===== config.mk =====
export PLATFORM = sky130hd
export DESIGN_NAME = video_sink_flat
export DESIGN_NICKNAME = d
export VERILOG_FILES = /design/src/rtl/video_sink_if.sv /design/src/rtl/video_sink.sv /design/src/flat_wrapper.sv
export SDC_FILE = /design/constraint.sdc
export NUM_CORES = 1
export LEC_CHECK = 0
export BUFFER_PORTS_ARGS = -buffer_cell sky130_fd_sc_hd__buf_2
export CAP_MARGIN = 20
export CORE_UTILIZATION = 38
export CTS_CLUSTER_SIZE = 24
export DETAILED_ROUTE_END_ITERATION = 12
export GPL_TIMING_DRIVEN = 0
export PLACE_DENSITY = 0.66
export SYNTH_ARGS = -nofsm -noshare
export SYNTH_HDL_FRONTEND = slang
export SYNTH_SLANG_ARGS = --single-unit

===== constraint.sdc =====
create_clock -name clock -period 2.75 [get_ports clock]
set_input_delay 0 -clock clock [delete_from_list [all_inputs] [get_ports clock]]
set_output_delay 0 -clock clock [all_outputs]
set_load 0.01 [all_outputs]

===== src/rtl/video_sink_if.sv =====
// Avalon-ST video input stream shared by the sink and whatever sources it.
interface video_sink_if #(
    parameter int DATA_WIDTH = 8
);
    logic [DATA_WIDTH-1:0] din_data;
    logic                  din_valid;
    logic                  din_ready;
    logic                  din_startofpacket;
    logic                  din_endofpacket;

    modport master (
        output din_data,
        output din_valid,
        output din_startofpacket,
        output din_endofpacket,
        input  din_ready
    );

    modport slave (
        input  din_data,
        input  din_valid,
        input  din_startofpacket,
        input  din_endofpacket,
        output din_ready
    );
endinterface


===== src/rtl/video_sink.sv =====
// Avalon-ST video sink: decodes control packets for geometry reporting and
// splits one field of video into two ping-pong line buffers.
module video_sink #(
    parameter int DATA_WIDTH  = 8,
    parameter int WIDTH       = 720,
    parameter int HALF_HEIGHT = 288
) (
    input  logic                  clock,
    input  logic                  reset,
    video_sink_if.slave           st,
    output logic                  wr_req0,
    output logic                  wr_req1,
    output logic [DATA_WIDTH-1:0] wr_data0,
    output logic [DATA_WIDTH-1:0] wr_data1,
    input  logic                  full0,
    input  logic                  full1,
    output logic [15:0]           ctrl_width,
    output logic [15:0]           ctrl_height,
    output logic [3:0]            ctrl_interlace,
    output logic                  line_done,
    output logic                  field_done,
    output logic                  size_err,
    output logic                  pkt_err
);
    localparam int PW = (WIDTH > 1) ? $clog2(WIDTH) : 1;
    localparam int LW = (HALF_HEIGHT > 1) ? $clog2(HALF_HEIGHT) : 1;
    localparam logic [PW-1:0] LAST_PIX   = PW'(WIDTH - 1);
    localparam logic [LW-1:0] LAST_LINE  = LW'(HALF_HEIGHT - 1);
    localparam logic [15:0]   EXP_WIDTH  = 16'(WIDTH);
    localparam logic [15:0]   EXP_HEIGHT = 16'(HALF_HEIGHT);

    typedef enum logic [1:0] {IDLE, CTRL, VIDEO, SKIP} state_t;

    state_t        state_q, state_d;
    logic [PW-1:0] pixel_q, pixel_d;
    logic [LW-1:0] line_q, line_d;
    logic          curBuf_q, curBuf_d;
    logic [3:0]    beat_q, beat_d;
    logic [15:0]   widthShift_q, widthShift_d;
    logic [15:0]   heightShift_q, heightShift_d;
    logic [15:0]   ctrlWidth_q, ctrlWidth_d;
    logic [15:0]   ctrlHeight_q, ctrlHeight_d;
    logic [3:0]    ctrlInterlace_q, ctrlInterlace_d;
    logic          sizeErr_q, sizeErr_d;
    logic          lineDone_q, lineDone_d;
    logic          fieldDone_q, fieldDone_d;
    logic          pktErr_q, pktErr_d;

    logic          readyInt;
    logic          accept;
    logic          sop;
    logic          eop;
    logic          restart;
    logic          lastPix;
    logic          lastLine;
    logic [3:0]    nibble;

    assign sop      = st.din_startofpacket;
    assign eop      = st.din_endofpacket;
    assign nibble   = st.din_data[3:0];
    assign accept   = st.din_valid && readyInt;
    // An SOP anywhere except SKIP abandons the current packet and is decoded as a new header
    assign restart  = accept && sop && (state_q != SKIP);
    assign lastPix  = (pixel_q == LAST_PIX);
    assign lastLine = (line_q == LAST_LINE);

    always_ff @(posedge clock or posedge reset) begin
        if (reset) begin
            state_q <= IDLE;
        end else begin
            state_q <= state_d;
        end
    end

    always_comb begin
        state_d = state_q;
        if (restart) begin
            if (eop) begin
                state_d = IDLE;
            end else if (nibble == 4'hF) begin
                state_d = CTRL;
            end else if (nibble == 4'h0) begin
                state_d = VIDEO;
            end else begin
                state_d = SKIP;
            end
        end else if (accept) begin
            case (state_q)
                CTRL:    if (eop) state_d = IDLE;
                VIDEO: begin
                    if (eop) begin
                        state_d = IDLE;
                    end else if (lastPix && lastLine) begin
                        state_d = SKIP;
                    end
                end
                SKIP:    if (eop) state_d = IDLE;
                default: state_d = state_q;
            endcase
        end
    end

    // Write strobes avoid reading readyInt back so the comb path stays acyclic
    always_comb begin
        readyInt = 1'b1;
        wr_req0  = 1'b0;
        wr_req1  = 1'b0;
        if (state_q == VIDEO) begin
            readyInt = curBuf_q ? !full1 : !full0;
            if (st.din_valid && !sop) begin
                wr_req0 = !curBuf_q && !full0;
                wr_req1 = curBuf_q && !full1;
            end
        end
    end

    always_comb begin
        pixel_d         = pixel_q;
        line_d          = line_q;
        curBuf_d        = curBuf_q;
        beat_d          = beat_q;
        widthShift_d    = widthShift_q;
        heightShift_d   = heightShift_q;
        ctrlWidth_d     = ctrlWidth_q;
        ctrlHeight_d    = ctrlHeight_q;
        ctrlInterlace_d = ctrlInterlace_q;
        sizeErr_d       = sizeErr_q;
        lineDone_d      = 1'b0;
        fieldDone_d     = 1'b0;
        pktErr_d        = 1'b0;
        if (restart) begin
            pixel_d  = '0;
            line_d   = '0;
            curBuf_d = 1'b0;
            beat_d   = '0;
            if ((state_q == VIDEO) || (eop && nibble == 4'h0)) begin
                pktErr_d = 1'b1;
            end
        end else if (accept && state_q == CTRL) begin
            if (beat_q < 4'd9) begin
                beat_d = beat_q + 4'd1;
                if (beat_q < 4'd4) begin
                    widthShift_d = {widthShift_q[11:0], nibble};
                end else if (beat_q < 4'd8) begin
                    heightShift_d = {heightShift_q[11:0], nibble};
                end else begin
                    ctrlWidth_d     = widthShift_q;
                    ctrlHeight_d    = heightShift_q;
                    ctrlInterlace_d = nibble;
                    sizeErr_d       = (widthShift_q != EXP_WIDTH) || (heightShift_q != EXP_HEIGHT);
                end
            end
        end else if (accept && state_q == VIDEO) begin
            if (lastPix) begin
                pixel_d    = '0;
                line_d     = line_q + LW'(1);
                curBuf_d   = !curBuf_q;
                lineDone_d = 1'b1;
                if (lastLine) begin
                    line_d      = '0;
                    fieldDone_d = 1'b1;
                    pktErr_d    = !eop;
                end else begin
                    pktErr_d = eop;
                end
            end else begin
                pixel_d  = pixel_q + PW'(1);
                pktErr_d = eop;
            end
        end
    end

    always_ff @(posedge clock or posedge reset) begin
        if (reset) begin
            pixel_q         <= '0;
            line_q          <= '0;
            curBuf_q        <= 1'b0;
            beat_q          <= '0;
            widthShift_q    <= '0;
            heightShift_q   <= '0;
            ctrlWidth_q     <= '0;
            ctrlHeight_q    <= '0;
            ctrlInterlace_q <= '0;
            sizeErr_q       <= 1'b0;
            lineDone_q      <= 1'b0;
            fieldDone_q     <= 1'b0;
            pktErr_q        <= 1'b0;
        end else begin
            pixel_q         <= pixel_d;
            line_q          <= line_d;
            curBuf_q        <= curBuf_d;
            beat_q          <= beat_d;
            widthShift_q    <= widthShift_d;
            heightShift_q   <= heightShift_d;
            ctrlWidth_q     <= ctrlWidth_d;
            ctrlHeight_q    <= ctrlHeight_d;
            ctrlInterlace_q <= ctrlInterlace_d;
            sizeErr_q       <= sizeErr_d;
            lineDone_q      <= lineDone_d;
            fieldDone_q     <= fieldDone_d;
            pktErr_q        <= pktErr_d;
        end
    end

    assign st.din_ready    = readyInt;
    assign wr_data0       = st.din_data;
    assign wr_data1       = st.din_data;
    assign ctrl_width     = ctrlWidth_q;
    assign ctrl_height    = ctrlHeight_q;
    assign ctrl_interlace = ctrlInterlace_q;
    assign size_err       = sizeErr_q;
    assign line_done      = lineDone_q;
    assign field_done     = fieldDone_q;
    assign pkt_err        = pktErr_q;
endmodule

===== src/flat_wrapper.sv =====
// flat-port wrapper written by rule: the top's interface ports become plain ports
module video_sink_flat 
#(
    parameter int DATA_WIDTH  = 8,
    parameter int WIDTH       = 720,
    parameter int HALF_HEIGHT = 288
)
  (clock, reset, wr_req0, wr_req1, wr_data0, wr_data1, full0, full1, ctrl_width, ctrl_height, ctrl_interlace, line_done, field_done, size_err, pkt_err, st_din_data, st_din_valid, st_din_startofpacket, st_din_endofpacket, st_din_ready);
  video_sink_if #(.DATA_WIDTH(DATA_WIDTH)) st_i ();
  input  logic clock;
  input  logic reset;
  output logic wr_req0;
  output logic wr_req1;
  output logic [DATA_WIDTH-1:0] wr_data0;
  output logic [DATA_WIDTH-1:0] wr_data1;
  input  logic full0;
  input  logic full1;
  output logic [15:0] ctrl_width;
  output logic [15:0] ctrl_height;
  output logic [3:0] ctrl_interlace;
  output logic line_done;
  output logic field_done;
  output logic size_err;
  output logic pkt_err;
  input wire logic [$bits(st_i.din_data)-1:0] st_din_data;
  input wire logic [$bits(st_i.din_valid)-1:0] st_din_valid;
  input wire logic [$bits(st_i.din_startofpacket)-1:0] st_din_startofpacket;
  input wire logic [$bits(st_i.din_endofpacket)-1:0] st_din_endofpacket;
  output wire logic [$bits(st_i.din_ready)-1:0] st_din_ready;
  assign st_i.din_data = st_din_data;
  assign st_i.din_valid = st_din_valid;
  assign st_i.din_startofpacket = st_din_startofpacket;
  assign st_i.din_endofpacket = st_din_endofpacket;
  assign st_din_ready = st_i.din_ready;
  video_sink #(.DATA_WIDTH(DATA_WIDTH), .WIDTH(WIDTH), .HALF_HEIGHT(HALF_HEIGHT)) u_core (.clock(clock), .reset(reset), .st(st_i), .wr_req0(wr_req0), .wr_req1(wr_req1), .wr_data0(wr_data0), .wr_data1(wr_data1), .full0(full0), .full1(full1), .ctrl_width(ctrl_width), .ctrl_height(ctrl_height), .ctrl_interlace(ctrl_interlace), .line_done(line_done), .field_done(field_done), .size_err(size_err), .pkt_err(pkt_err));
endmodule

==> metrics.txt <==
# TYPE chip_impl_metric gauge
chip_impl_metric{name="yosysSeqAreaShare",unit=""} 0.543
chip_impl_metric{name="num_io_pins",unit=""} 74
chip_impl_info{name="worstSetupPathType",value="reg -> reg"} 1
chip_impl_info{name="cpLargestDelayFamily",value="simple AND/OR/NAND/NOR gates"} 1
chip_impl_metric{name="slew_viol_final",unit=""} 0
chip_impl_metric{name="total_routing_resource_utilization_after_global_routing",unit=""} 0.157
chip_impl_metric{name="worst_hold_path.num_cells",unit=""} 2
chip_impl_metric{name="max_freq",unit="MHz"} 470
chip_impl_metric{name="synth.ff_latch_count",unit=""} 98
chip_impl_metric{name="cts_buffer_depth",unit=""} 2
chip_impl_metric{name="critical-path-max-stage-delay",unit="ns"} 0.38
chip_impl_metric{name="slew_headroom",unit=""} 0.500
chip_impl_metric{name="worstSkewPairLatency",unit="ns"} 0.33
chip_impl_metric{name="synth-edff-count",unit=""} 0
chip_impl_metric{name="num_rows",unit=""} 39
chip_impl_info{name="cp_common_cell",value="sky130_fd_sc_hd__buf_2"} 1
chip_impl_metric{name="grt_antenna_before_repair",unit=""} 0
chip_impl_metric{name="synth_warnings",unit=""} 0
chip_impl_metric{name="yosysUniqueCellTypes",unit=""} 58
chip_impl_info{name="holdCritPathClass",value="in -> reg"} 1
chip_impl_metric{name="worst_slew_pin_slew",unit="ns"} 0.744
chip_impl_metric{name="io_buffer_count",unit=""} 69
chip_impl_metric{name="die_w",unit="um"} 111
chip_impl_metric{name="tritoncts_num_sinks",unit=""} 98
chip_impl_metric{name="postCtsSetupBuffers",unit=""} 0
chip_impl_metric{name="worstPathMaxFanout",unit=""} 10
chip_impl_metric{name="final_setup_fails",unit=""} 0
chip_impl_info{name="synth_ff_type",value="sky130_fd_sc_hd__dfrtp_1"} 1
chip_impl_metric{name="design.core.area",unit="mm^2"} 0.0115
chip_impl_metric{name="detail_route.vias_per_cell",unit=""} 5.25
chip_impl_metric{name="number_of_global_route_vias_before_repair",unit=""} 3139
chip_impl_info{name="final_common_cell",value="sky130_fd_sc_hd__dfrtp_1"} 1
chip_impl_metric{name="grt_max_degree",unit=""} 53
chip_impl_info{name="failed_checks",value="DRC"} 1
chip_impl_metric{name="crit_required",unit="ns"} 2.97
chip_impl_metric{name="start_util",unit=""} 0.392
chip_impl_metric{name="placement.setup.worst_slack",unit="ns"} 0.597
chip_impl_metric{name="drt_iter0_drc",unit=""} 187
chip_impl_metric{name="hold_slack",unit="ns"} 0.0197
chip_impl_info{name="timing.critical_path.cells",value="nand3b_1 > nor4_1 > buf_2 > buf_2 > mux2_2"} 1
chip_impl_metric{name="finalCriticalPeriod",unit="ns"} 2.13
chip_impl_metric{name="grt_pass1_wl",unit="um"} 15400
chip_impl_info{name="status",value="finished with violations"} 1
chip_impl_metric{name="min_period_over_period",unit=""} 0.774
chip_impl_info{name="critPathCaptureType",value="register"} 1
chip_impl_metric{name="worst_r2r_path_depth",unit=""} 5
chip_impl_metric{name="finalPower",unit="mW"} 3.32
chip_impl_metric{name="finalWeightedCongestion",unit=""} 0.814
chip_impl_metric{name="global_route.overflow_total",unit=""} 0
chip_impl_metric{name="syn-instance-count",unit=""} 367
chip_impl_metric{name="dieArea",unit="mm^2"} 0.0123
chip_impl_metric{name="power_density",unit="mW/mm^2"} 621
chip_impl_metric{name="timing_hold_violations_final",unit=""} 0
chip_impl_metric{name="critPathArrivalTime",unit="ns"} 2.35
chip_impl_metric{name="maxCapViolations",unit=""} 0
chip_impl_metric{name="synth.avg_cell_area",unit="um^2"} 12.3
chip_impl_metric{name="path_depth",unit=""} 5
chip_impl_metric{name="cts.htree.levels",unit=""} 3
chip_impl_info{name="rsz0062_at_grt",value="no"} 1
chip_impl_info{name="commonest_cells_after_routing_fill_and_taps_aside",value="98 x sky130_fd_sc_hd__dfrtp_1, 76 x sky130_fd_sc_hd__buf_2, 69 x sky130_fd_sc_hd__mux2_2"} 1
chip_impl_metric{name="peakVddDrop",unit="V"} 0.000300
chip_impl_metric{name="final_layout_size_suffix_gt1_frac",unit=""} 0.417
chip_impl_metric{name="cts-buffers-inserted",unit=""} 9
chip_impl_metric{name="syn_nets",unit=""} 386
chip_impl_metric{name="async_flop_share",unit=""} 1.00
chip_impl_metric{name="remaining_antenna_violation_count",unit=""} 0
chip_impl_metric{name="detail_route.wl_per_cell",unit="um"} 15.3
chip_impl_info{name="crit_path_start_kind",value="register"} 1
chip_impl_info{name="tritoncts",value="yes"} 1
chip_impl_metric{name="path_clk_slew",unit="ns"} 0.07
chip_impl_info{name="crit_path_slowest_cell",value="sky130_fd_sc_hd__dfrtp_1"} 1
chip_impl_metric{name="fillerInstances",unit=""} 1043
chip_impl_metric{name="post_route_wl",unit="um"} 9090
chip_impl_metric{name="die_height",unit="um"} 111
chip_impl_metric{name="finalNetCount",unit=""} 468
chip_impl_metric{name="postLayoutSetupSlackWorst",unit="ns"} 0.622
chip_impl_metric{name="drt_pre_antenna_iters",unit=""} 8
chip_impl_metric{name="syn2layout_area_growth",unit="%"} 18.4
chip_impl_info{name="clock-root-buffer",value="sky130_fd_sc_hd__clkbuf_16"} 1
chip_impl_metric{name="dp_hpwl",unit="um"} 6550
chip_impl_metric{name="drt_drc_violations_left",unit=""} 8
chip_impl_metric{name="clock_skew",unit="ns"} 0.00885
chip_impl_metric{name="antenna_cells",unit=""} 0
chip_impl_metric{name="post_synth_instance_area",unit="mm^2"} 0.00451
chip_impl_metric{name="leakagePower",unit="nW"} 2.64
chip_impl_metric{name="timing.critical_path.buf_inv",unit=""} 2
chip_impl_metric{name="routed-via-count",unit=""} 3130
-- worst reg2reg max path: stages (launching register included) --
cell,delay [ns]
sky130_fd_sc_hd__dfrtp_1,0.38
sky130_fd_sc_hd__nand3b_1,0.27
sky130_fd_sc_hd__nor4_1,0.37
sky130_fd_sc_hd__buf_2,0.31
sky130_fd_sc_hd__buf_2,0.31
sky130_fd_sc_hd__mux2_2,0.37
-- flip-flops by register name (all words and copies together) (netlist names) --
name                   count
u_core.heightShift_q      16
u_core.state_q             2
u_core.line_q              9
u_core.curBuf_q            1
u_core.ctrl_height        16
u_core.line_done           1
u_core.pixel_q            10
u_core.size_err            1
u_core.pkt_err             1
u_core.ctrl_width         16
u_core.beat_q              4
u_core.widthShift_q       16
u_core.ctrl_interlace      4
u_core.field_done          1
-- worst paths after layout --
check | from | end | slack [ns]
worst max-delay path | u_core.state_q[1] | u_core.ctrl_width[15] | 0.62
worst min-delay path | st_din_data[0] | u_core.widthShift_q[0] | 0.02
worst max register to register | u_core.state_q[1] | u_core.ctrl_width[15] | 0.62
worst min register to register | u_core.ctrl_width[5] | u_core.ctrl_width[5] | 0.50
max in group asynchronous | reset | u_core.widthShift_q[3] | 1.78
min in group asynchronous | reset | u_core.ctrl_interlace[1] | 0.30
-- per-stage QoR --
stage / TNS, ns / utilization / area [um^2] / instances
6_report: 0 / 0.464 / 5350 / 596
2_1_floorplan: 0 / - / 4510 / 367
5_1_grt: 0 / 0.464 / 5350 / 596
3_5_place_dp: 0 / 0.440 / 5070 / 580
4_1_cts: 0 / 0.464 / 5350 / 596
3_3_place_gp: -88.42 / 0.437 / 5040 / 579
-- power by group --
| part | internal (mW) | switching, mW | leakage, nW |
|---|---|---|---|
| Clock | 0.610 | 0.534 | 0.128 |
| Sequential | 1.57 | 0.142 | 1.35 |
| Combinational | 0.224 | 0.235 | 1.16 |
-- cell usage after synthesis (all sizes together) (7+ instances only) --
cell type  instances  area, um^2
mux2              69         777
nand3              9        50.1
dfrtp             98        2450
buf               25         174
inv               19        71.3
nor4              10        68.8
nand4              8        50.1
a21oi             12        60.1
o21ai             14        70.1
or3                7        45.1
nor2              14        52.6
nand2              9        33.8
-- timing repair --
item / CTS / global route
endpoints found under the setup margin: 0 / 0
endpoints found under the hold margin: 46 / 0
gates resized for setup: 0 / 0
hold buffers: 1 / 0
-- cell families (layout without fill, tap and decap cells) --
kind of cell	count (synthesis)	after routing	share of synthesized area
AOI/OAI and AO/OA	49	49	0.0707
xor gates and xnor gates	6	6	0.0116
adders and majority gates	4	4	0.0111
buffers and inverters	47	133	0.0568
DFF	98	98	0.543
muxes	72	72	0.179
and+or+nand+nor	91	91	0.128
-- layout make-up --
cell class / count / area, um^2 / area share
plain buffers: 28 / 185 / 0.0346
clock buffers: 9 / 225 / 0.0421
clock inverters: 6 / 42.5 / 0.00796
inverters: 19 / 73.8 / 0.0138
multi-input cells: 222 / 1800 / 0.338
flip-flops and latches: 98 / 2450 / 0.459
well taps: 143 / 179 / 0.0335
repair buffers: 71 / 383 / 0.0716
-- routing by layer --
| metal | track usage | part of all wire |
|---|---|---|
| met1 | 0.207 | 0.47 |
| met2 | 0.256 | 0.48 |
| met3 | 0.0306 | 0.038 |
| met4 | 0.0603 | 0.013 |
| met5 | 0 | 0 |
(Power assumes the default switching activity.)
